File: src/rtl/prefetcher_pkg.sv
// Shared types for the prefetcher read-address arbiter and its R router.
// Holds the source tag, the holding-register state and a default AR bundle.
package prefetcher_pkg;

  typedef enum logic {
    SRC_DEMAND   = 1'b0,
    SRC_PREFETCH = 1'b1
  } src_e;

  typedef enum logic {
    EMPTY = 1'b0,
    FULL  = 1'b1
  } arb_state_e;

  localparam int AR_ADDR_W = 16;
  localparam int AR_LEN_W  = 8;
  localparam int AR_ID_W   = 9;

  typedef struct packed {
    logic [AR_ADDR_W-1:0] addr;
    logic [AR_LEN_W-1:0]  len;
    logic [AR_ID_W-1:0]   id;
  } ar_req_t;

endpackage

File: src/rtl/prefetch_r_router.sv
// Combinational R-channel demux: MSB of m_r_id selects demand/prefetch,
// the MSB is stripped on the way back; drop=1 sinks every beat.
module prefetch_r_router
  import prefetcher_pkg::*;
#(
  parameter int TID_WIDTH = 8,
  parameter int DATA_W    = 8
) (
  input  logic                 drop,
  input  logic                 m_r_valid,
  output logic                 m_r_ready,
  input  logic                 m_r_last,
  input  logic [TID_WIDTH:0]   m_r_id,
  input  logic [DATA_W-1:0]    m_r_data,
  output logic                 d_r_valid,
  input  logic                 d_r_ready,
  output logic                 d_r_last,
  output logic [TID_WIDTH-1:0] d_r_id,
  output logic [DATA_W-1:0]    d_r_data,
  output logic                 p_r_valid,
  input  logic                 p_r_ready,
  output logic                 p_r_last,
  output logic [TID_WIDTH-1:0] p_r_id,
  output logic [DATA_W-1:0]    p_r_data
);

  src_e src;

  assign src = src_e'(m_r_id[TID_WIDTH]);

  assign d_r_valid = m_r_valid && !drop && (src == SRC_DEMAND);
  assign p_r_valid = m_r_valid && !drop && (src == SRC_PREFETCH);

  assign m_r_ready = drop ||
    ((src == SRC_PREFETCH) ? p_r_ready : d_r_ready);

  assign d_r_last = m_r_last;
  assign p_r_last = m_r_last;
  assign d_r_id   = m_r_id[TID_WIDTH-1:0];
  assign p_r_id   = m_r_id[TID_WIDTH-1:0];
  assign d_r_data = m_r_data;
  assign p_r_data = m_r_data;

endmodule

File: src/rtl/prefetch_ar_arbiter.sv
// Shares the DRAM AR channel between demand and prefetch requests
// (demand first, prefetch throttled/limited/anti-starved) and routes R back.
module prefetch_ar_arbiter
  import prefetcher_pkg::*;
#(
  parameter int ADDR_BITS            = 16,
  parameter int BURST_LEN_WIDTH      = 8,
  parameter int TID_WIDTH            = 8,
  parameter int LOG_BLOCK_DATA_BYTES = 0,
  parameter int LOG_QUEUE_SIZE       = 3,
  parameter int PRFETCH_FRQ_WIDTH    = 6,
  parameter int STARVE_LIMIT         = 8
) (
  input  logic                           clk,
  input  logic                           rst,
  input  logic                           d_ar_valid,
  output logic                           d_ar_ready,
  input  logic [ADDR_BITS-1:0]           d_ar_addr,
  input  logic [BURST_LEN_WIDTH-1:0]     d_ar_len,
  input  logic [TID_WIDTH-1:0]           d_ar_id,
  input  logic                           p_ar_valid,
  output logic                           p_ar_ready,
  input  logic [ADDR_BITS-1:0]           p_ar_addr,
  input  logic [BURST_LEN_WIDTH-1:0]     p_ar_len,
  input  logic [TID_WIDTH-1:0]           p_ar_id,
  output logic                           m_ar_valid,
  input  logic                           m_ar_ready,
  output logic [ADDR_BITS-1:0]           m_ar_addr,
  output logic [BURST_LEN_WIDTH-1:0]     m_ar_len,
  output logic [TID_WIDTH:0]             m_ar_id,
  input  logic                           m_r_valid,
  output logic                           m_r_ready,
  input  logic                           m_r_last,
  input  logic [TID_WIDTH:0]             m_r_id,
  input  logic [(8<<LOG_BLOCK_DATA_BYTES)-1:0] m_r_data,
  output logic                           d_r_valid,
  input  logic                           d_r_ready,
  output logic                           d_r_last,
  output logic [TID_WIDTH-1:0]           d_r_id,
  output logic [(8<<LOG_BLOCK_DATA_BYTES)-1:0] d_r_data,
  output logic                           p_r_valid,
  input  logic                           p_r_ready,
  output logic                           p_r_last,
  output logic [TID_WIDTH-1:0]           p_r_id,
  output logic [(8<<LOG_BLOCK_DATA_BYTES)-1:0] p_r_data,
  input  logic [PRFETCH_FRQ_WIDTH-1:0]   crs_prBandwidthThrottle,
  input  logic [LOG_QUEUE_SIZE:0]        crs_prOutstandingLimit,
  output logic [LOG_QUEUE_SIZE:0]        prOutstanding
);

  localparam int DATA_W = 8 << LOG_BLOCK_DATA_BYTES;
  localparam int OW     = LOG_QUEUE_SIZE + 1;
  localparam int SW     = $clog2(STARVE_LIMIT + 1);
  localparam logic [SW-1:0] STV_MAX = SW'(STARVE_LIMIT);

  typedef struct packed {
    logic [ADDR_BITS-1:0]       addr;
    logic [BURST_LEN_WIDTH-1:0] len;
    logic [TID_WIDTH:0]         id;
  } req_t;

  arb_state_e                   state_q, state_d;
  req_t                         req_q, req_d;
  logic [PRFETCH_FRQ_WIDTH-1:0] thr_q, thr_d;
  logic [OW-1:0]                out_q, out_d;
  logic [SW-1:0]                stv_q, stv_d;

  logic pf_ok, gnt_p, gnt_d, can_load;
  logic ld_p, ld_d, r_ret_p;

  always_comb begin
    pf_ok = p_ar_valid && (thr_q == '0) &&
            (out_q < crs_prOutstandingLimit);
    gnt_p = pf_ok && (!d_ar_valid || (stv_q == STV_MAX));
    gnt_d = d_ar_valid && !gnt_p;
    can_load = (state_q == EMPTY) || m_ar_ready;
    ld_p = can_load && gnt_p && !rst;
    ld_d = can_load && gnt_d && !rst;
  end

  assign d_ar_ready    = ld_d;
  assign p_ar_ready    = ld_p;
  assign m_ar_valid    = (state_q == FULL);
  assign m_ar_addr     = req_q.addr;
  assign m_ar_len      = req_q.len;
  assign m_ar_id       = req_q.id;
  assign prOutstanding = out_q;

  // Only the last beat of a prefetch burst retires it.
  assign r_ret_p = m_r_valid && m_r_ready && m_r_last &&
                   m_r_id[TID_WIDTH];

  always_comb begin
    state_d = state_q;
    req_d   = req_q;
    if (ld_p) begin
      state_d = FULL;
      req_d   = '{addr: p_ar_addr, len: p_ar_len,
                  id: {1'(SRC_PREFETCH), p_ar_id}};
    end else if (ld_d) begin
      state_d = FULL;
      req_d   = '{addr: d_ar_addr, len: d_ar_len,
                  id: {1'(SRC_DEMAND), d_ar_id}};
    end else if ((state_q == FULL) && m_ar_ready) begin
      state_d = EMPTY;
    end
  end

  always_comb begin
    thr_d = thr_q;
    if (ld_p) thr_d = crs_prBandwidthThrottle;
    else if (thr_q != '0) thr_d = thr_q - 1'b1;
  end

  // Counted at grant time so the limit bounds bursts in the register too.
  always_comb begin
    out_d = out_q;
    unique case ({ld_p, r_ret_p && (out_q != '0)})
      2'b10:   out_d = out_q + 1'b1;
      2'b01:   out_d = out_q - 1'b1;
      default: out_d = out_q;
    endcase
  end

  always_comb begin
    stv_d = stv_q;
    if (ld_p || !pf_ok) stv_d = '0;
    else if (ld_d && (stv_q != STV_MAX)) stv_d = stv_q + 1'b1;
  end

  always_ff @(posedge clk) begin
    if (rst) begin
      state_q <= EMPTY;
      req_q   <= '0;
      thr_q   <= '0;
      out_q   <= '0;
      stv_q   <= '0;
    end else begin
      state_q <= state_d;
      req_q   <= req_d;
      thr_q   <= thr_d;
      out_q   <= out_d;
      stv_q   <= stv_d;
    end
  end

  prefetch_r_router #(
    .TID_WIDTH(TID_WIDTH),
    .DATA_W   (DATA_W)
  ) u_r_router (
    .drop     (rst),
    .m_r_valid(m_r_valid),
    .m_r_ready(m_r_ready),
    .m_r_last (m_r_last),
    .m_r_id   (m_r_id),
    .m_r_data (m_r_data),
    .d_r_valid(d_r_valid),
    .d_r_ready(d_r_ready),
    .d_r_last (d_r_last),
    .d_r_id   (d_r_id),
    .d_r_data (d_r_data),
    .p_r_valid(p_r_valid),
    .p_r_ready(p_r_ready),
    .p_r_last (p_r_last),
    .p_r_id   (p_r_id),
    .p_r_data (p_r_data)
  );

endmodule

File: config.mk
export PLATFORM = sky130hd
export DESIGN_NAME = prefetch_ar_arbiter
export DESIGN_NICKNAME = d
export VERILOG_FILES = /design/src/rtl/prefetcher_pkg.sv /design/src/rtl/prefetch_r_router.sv /design/src/rtl/prefetch_ar_arbiter.sv
export SDC_FILE = /design/constraint.sdc
export NUM_CORES = 1
export LEC_CHECK = 0
export CAP_MARGIN = 20
export CORE_ASPECT_RATIO = 1.75
export CORE_MARGIN = 8
export CORE_UTILIZATION = 39
export CTS_CLUSTER_DIAMETER = 120
export DETAILED_ROUTE_END_ITERATION = 8
export PLACE_DENSITY_LB_ADDON = 0.08
export SYNTH_ARGS = -nofsm -noshare
export SYNTH_HDL_FRONTEND = slang
export SYNTH_SLANG_ARGS = --single-unit
File: constraint.sdc
create_clock -name clk -period 4.1 [get_ports clk]
set_input_delay 0.41 -clock clk [delete_from_list [all_inputs] [get_ports clk]]
set_output_delay 0.41 -clock clk [all_outputs]
set_load 0.01 [all_outputs]
==> PnR_summary.wiki <==
{| class="wikitable"
! Metric !! Value
|-
| Run status || complete, no violations
|-
| Final standard cell utilization of the core || 57.6%
|-
| Count of flip-flops with a built-in enable after synthesis || 0
|-
| Final Slew Violations || 0
|-
| Pin count of the biggest net entering global routing || 66
|-
| Required @ worst endpoint || 4.32 ns
|-
| Die ar. || 9970 µm²
|-
| Total routed wirelength || 8.17 mm
|-
| Mean area per synthesized cell || 7.98 µm²
|-
| Share of cells above drive strength 1 || 3.76%
|-
| Final setup violating endpoints || 0
|-
| Global-route wire length before repair || 13.2 mm
|-
| Switching portion of total power || 31.7%
|-
| Timing-limited maximum frequency || 316 MHz
|-
| Global Route met3 Usage || 4.77%
|-
| Via count of the first global-routing pass || 2557
|-
| Max_cap viols || 0
|-
| Met1 track utilization from global routing || 18.2%
|-
| Area of the core || 6810 µm²
|-
| Maximum vdd drop || 0.372 mV
|-
| Count of unresolved DRC violations after routing || 0
|-
| Leakage power summed over all cells || 1.53 nW
|-
| Count of nets after finishing || 535
|-
| Area after DPL || 3760 µm²
|-
| Arr. time, crit path || 3.38 ns
|-
| Clock buffer depth || 2
|-
| Total GRT Usage || 16.3%
|-
| Count of distinct cell types in the synthesized netlist || 39
|-
| Post-CTS Resized || 0
|-
| Clock-pin slew on the worst setup and hold paths || 0.06 ns
|-
| Total count of hold-check failures in the final report || 0
|-
| Portion of synthesized cell area occupied by the leading cell type || 35.5%
|-
| Critical path type || input pin to register
|-
| Clock latency reported for the late side of the worst-skew pair || 0.29 ns
|-
| Routed length per instance || 16.0 µm
|-
| Boundary pin count || 177
|-
| Die H || 126 µm
|-
| Via-per-instance ratio || 5.00
|-
| Unrepaired setup endpoints after global routing || no
|-
| Fraction of power consumed by sequential logic || 35.2%
|-
| First-iteration detailed-routing DRC count || 131
|-
| Instance count of the mapped netlist || 339
|-
| Worst-case clock skew || 0.00660 ns
|-
| Library cell occupying the most area in the post-synthesis netlist || sky130_fd_sc_hd__dfxtp_1
|-
| Cts hold-fix bufs || 0
|-
| Reported net switching power || 0.552 mW
|-
| Clk sink count || 48
|-
| Total number of placement rows || 40
|-
| Part of the total power dissipated in combinational logic || 38.4%
|-
| Clock root cell || sky130_fd_sc_hd__clkbuf_16
|-
| Internal portion of total power || 1.19 mW
|-
| Inserted Clock Buffers || 5
|-
| Slew @ Worst Pin || 0.839 ns
|-
| Nets in the synthesized netlist || 450
|-
| Power Density || 444 nW/µm²
|-
| Buffers on Ports || 128
|-
| TritonCTS clock tree || yes
|-
| Predominant post-synthesis flop cell || sky130_fd_sc_hd__dfxtp_1
|-
| Total global routing overflow || 0
|-
| DR pass1 iterations || 4
|-
| Post-synth design cell area || 2710 µm²
|-
| Slew HR || 44.1%
|-
| Final-layout worst hold slack || 0.496 ns
|-
| Final worst path period share || 77.1%
|-
| Number of setup buffers added after CTS || 0
|-
| Global Route met2 Usage || 27.9%
|-
| Final standard cell area without fillers || 3920 µm²
|-
| Final-layout setup total negative slack || 0 ns
|-
| Diodes inserted || 0
|-
| Hold WC Path Type || register to register
|-
| Die span in x || 79.0 µm
|-
| Crit Path Max Fanout || 5
|-
| Startpoint type of the worst setup path || input pin
|-
| Min Tclk post-route || 3.16 ns
|-
| Warnings, synthesis || 0
|-
| H-tree depth || 2
|-
| Sequential-to-total area share from yosys stat || 35.5%
|-
| Total number of vias || 2545
|-
| Ys async rst share || 0%
|-
| Share of total power in the clock network || 26.4%
|-
| Placer congestion estimate || 0.741
|-
| Worst Setup End Kind || register
|-
| Min setup slack post-route || 0.939 ns
|-
| Flip-flop and latch count after synthesis || 48
|-
| Antenna viol nets, final || 0
|-
| Leading cell types by total area after synthesis || sky130_fd_sc_hd__dfxtp_1 (36%), sky130_fd_sc_hd__buf_4 (11%), sky130_fd_sc_hd__a311oi_1 (10%)
|-
| Initial antenna violation count || 0
|-
| HPWL after detailed placement || 6.09 mm
|-
| Area added between synthesis and finish || 44.9%
|-
| Post-placement worst setup slack || 0.640 ns
|-
| Effective utilization at floorplan || 39.8%
|-
| Layer with the highest usage || met2
|}
-- cells in the final DEF (no fill, tap or decap), drive strengths merged, types with 2 or more instances in the layout --
cell type        n
a21oi            8
clkbuf           6
clkdlybuf4s50  127
buf              5
xor2             5
nor2            47
nand4            4
inv             13
a311oi          32
nand3            4
or3              2
ha              10
nand2           74
a22oi            4
and3             2
mux2i            2
xnor2            6
dfxtp           48
nor4             2
and2             4
nor2b            3
o211ai           2
-- state kept, by name, indices dropped and copies added (netlist names) --
| signal | flops |
|---|---|
| m_ar_addr | 16 |
| thr_q | 6 |
| m_ar_id | 9 |
| m_ar_len | 8 |
| m_ar_valid | 1 |
| stv_q | 4 |
| prOutstanding | 4 |
-- power groups by stage --
stage	registers (mW)	logic [mW]	clock network, mW
2_1_floorplan	0.644	0.413	0
3_3_place_gp	0.623	0.664	0
3_5_place_dp	0.624	0.672	0
4_1_cts	0.614	0.677	0.477
5_1_grt	0.624	0.739	0.497
6_report	0.613	0.668	0.460
-- area by class of cell --
cell class,count,area (µm²)
fillers,666,2880
inverters,13,48.8
clock buffers,6,129
clock inverters,2,35.0
multi-input cells,224,1340
flip-flops and latches,48,961
repair buffers,132,1310
well taps,84,105
-- worst max-delay path: stages --
cell	delay (ns)
sky130_fd_sc_hd__clkdlybuf4s50_1	0.45
sky130_fd_sc_hd__inv_1	0.04
sky130_fd_sc_hd__ha_1	0.28
sky130_fd_sc_hd__o211ai_1	0.17
sky130_fd_sc_hd__a31oi_1	0.12
sky130_fd_sc_hd__nor2_1	0.29
sky130_fd_sc_hd__nand3_1	0.16
sky130_fd_sc_hd__ha_1	0.27
sky130_fd_sc_hd__ha_1	0.29
sky130_fd_sc_hd__a21o_1	0.18
sky130_fd_sc_hd__a21oi_1	0.17
sky130_fd_sc_hd__xnor2_1	0.09
sky130_fd_sc_hd__or3_1	0.30
sky130_fd_sc_hd__a21oi_1	0.15
-- per-layer routing --
metal	routed length (µm)	share of wire [%]
met5	0	0
met4	157	1.9
met3	614	7.5
met2	4140	51
met1	3260	40
-- path summary, 6_finish.rpt --
check / from / to / slack [ns] / cells after the start
setup / recovery: crs_prOutstandingLimit[1] / prOutstanding[3] / 0.94 / 14
hold / removal: m_ar_len[1] / m_ar_len[1] / 0.50 / 2
setup reg to reg: prOutstanding[1] / prOutstanding[3] / 1.10 / 12
hold reg to reg: m_ar_len[1] / m_ar_len[1] / 0.50 / 2
-- logic make-up (layout without fill, tap and decap cells) --
logic type	after synthesis	after routing	share of synthesized area, %
buf+inv	67	153	15.5
xor+xnor	11	11	3.56
fa+ha+maj	11	11	5.36
compound gates	52	52	15.4
mux	2	2	0.740
simple gates	148	148	23.9
flops	48	48	35.5
-- stage by stage --
stage	power, mW	instances
finish	1.74	509
global route	1.86	509
CTS	1.77	509
detailed placement	1.30	501
global placement	1.29	501
floorplan	1.06	339
-- synth_stat cells (2+ instances only) --
cell and instances:
sky130_fd_sc_hd__ha_1 10, sky130_fd_sc_hd__a311oi_1 32, sky130_fd_sc_hd__a22oi_1 4, sky130_fd_sc_hd__nand3_1 4, sky130_fd_sc_hd__nor2_1 47, sky130_fd_sc_hd__buf_4 38, sky130_fd_sc_hd__a21oi_1 8, sky130_fd_sc_hd__xor2_1 5
sky130_fd_sc_hd__xnor2_1 6, sky130_fd_sc_hd__clkbuf_1 5, sky130_fd_sc_hd__and2_1 4, sky130_fd_sc_hd__and3_1 2, sky130_fd_sc_hd__mux2i_1 2, sky130_fd_sc_hd__buf_2 8, sky130_fd_sc_hd__or3_1 2, sky130_fd_sc_hd__nor2b_1 3
sky130_fd_sc_hd__buf_6 2, sky130_fd_sc_hd__nand4_1 4, sky130_fd_sc_hd__nand2_1 73, sky130_fd_sc_hd__o211ai_1 2, sky130_fd_sc_hd__dfxtp_1 48, sky130_fd_sc_hd__inv_1 13
No activity file was read; power rests on OpenSTA's default activity.
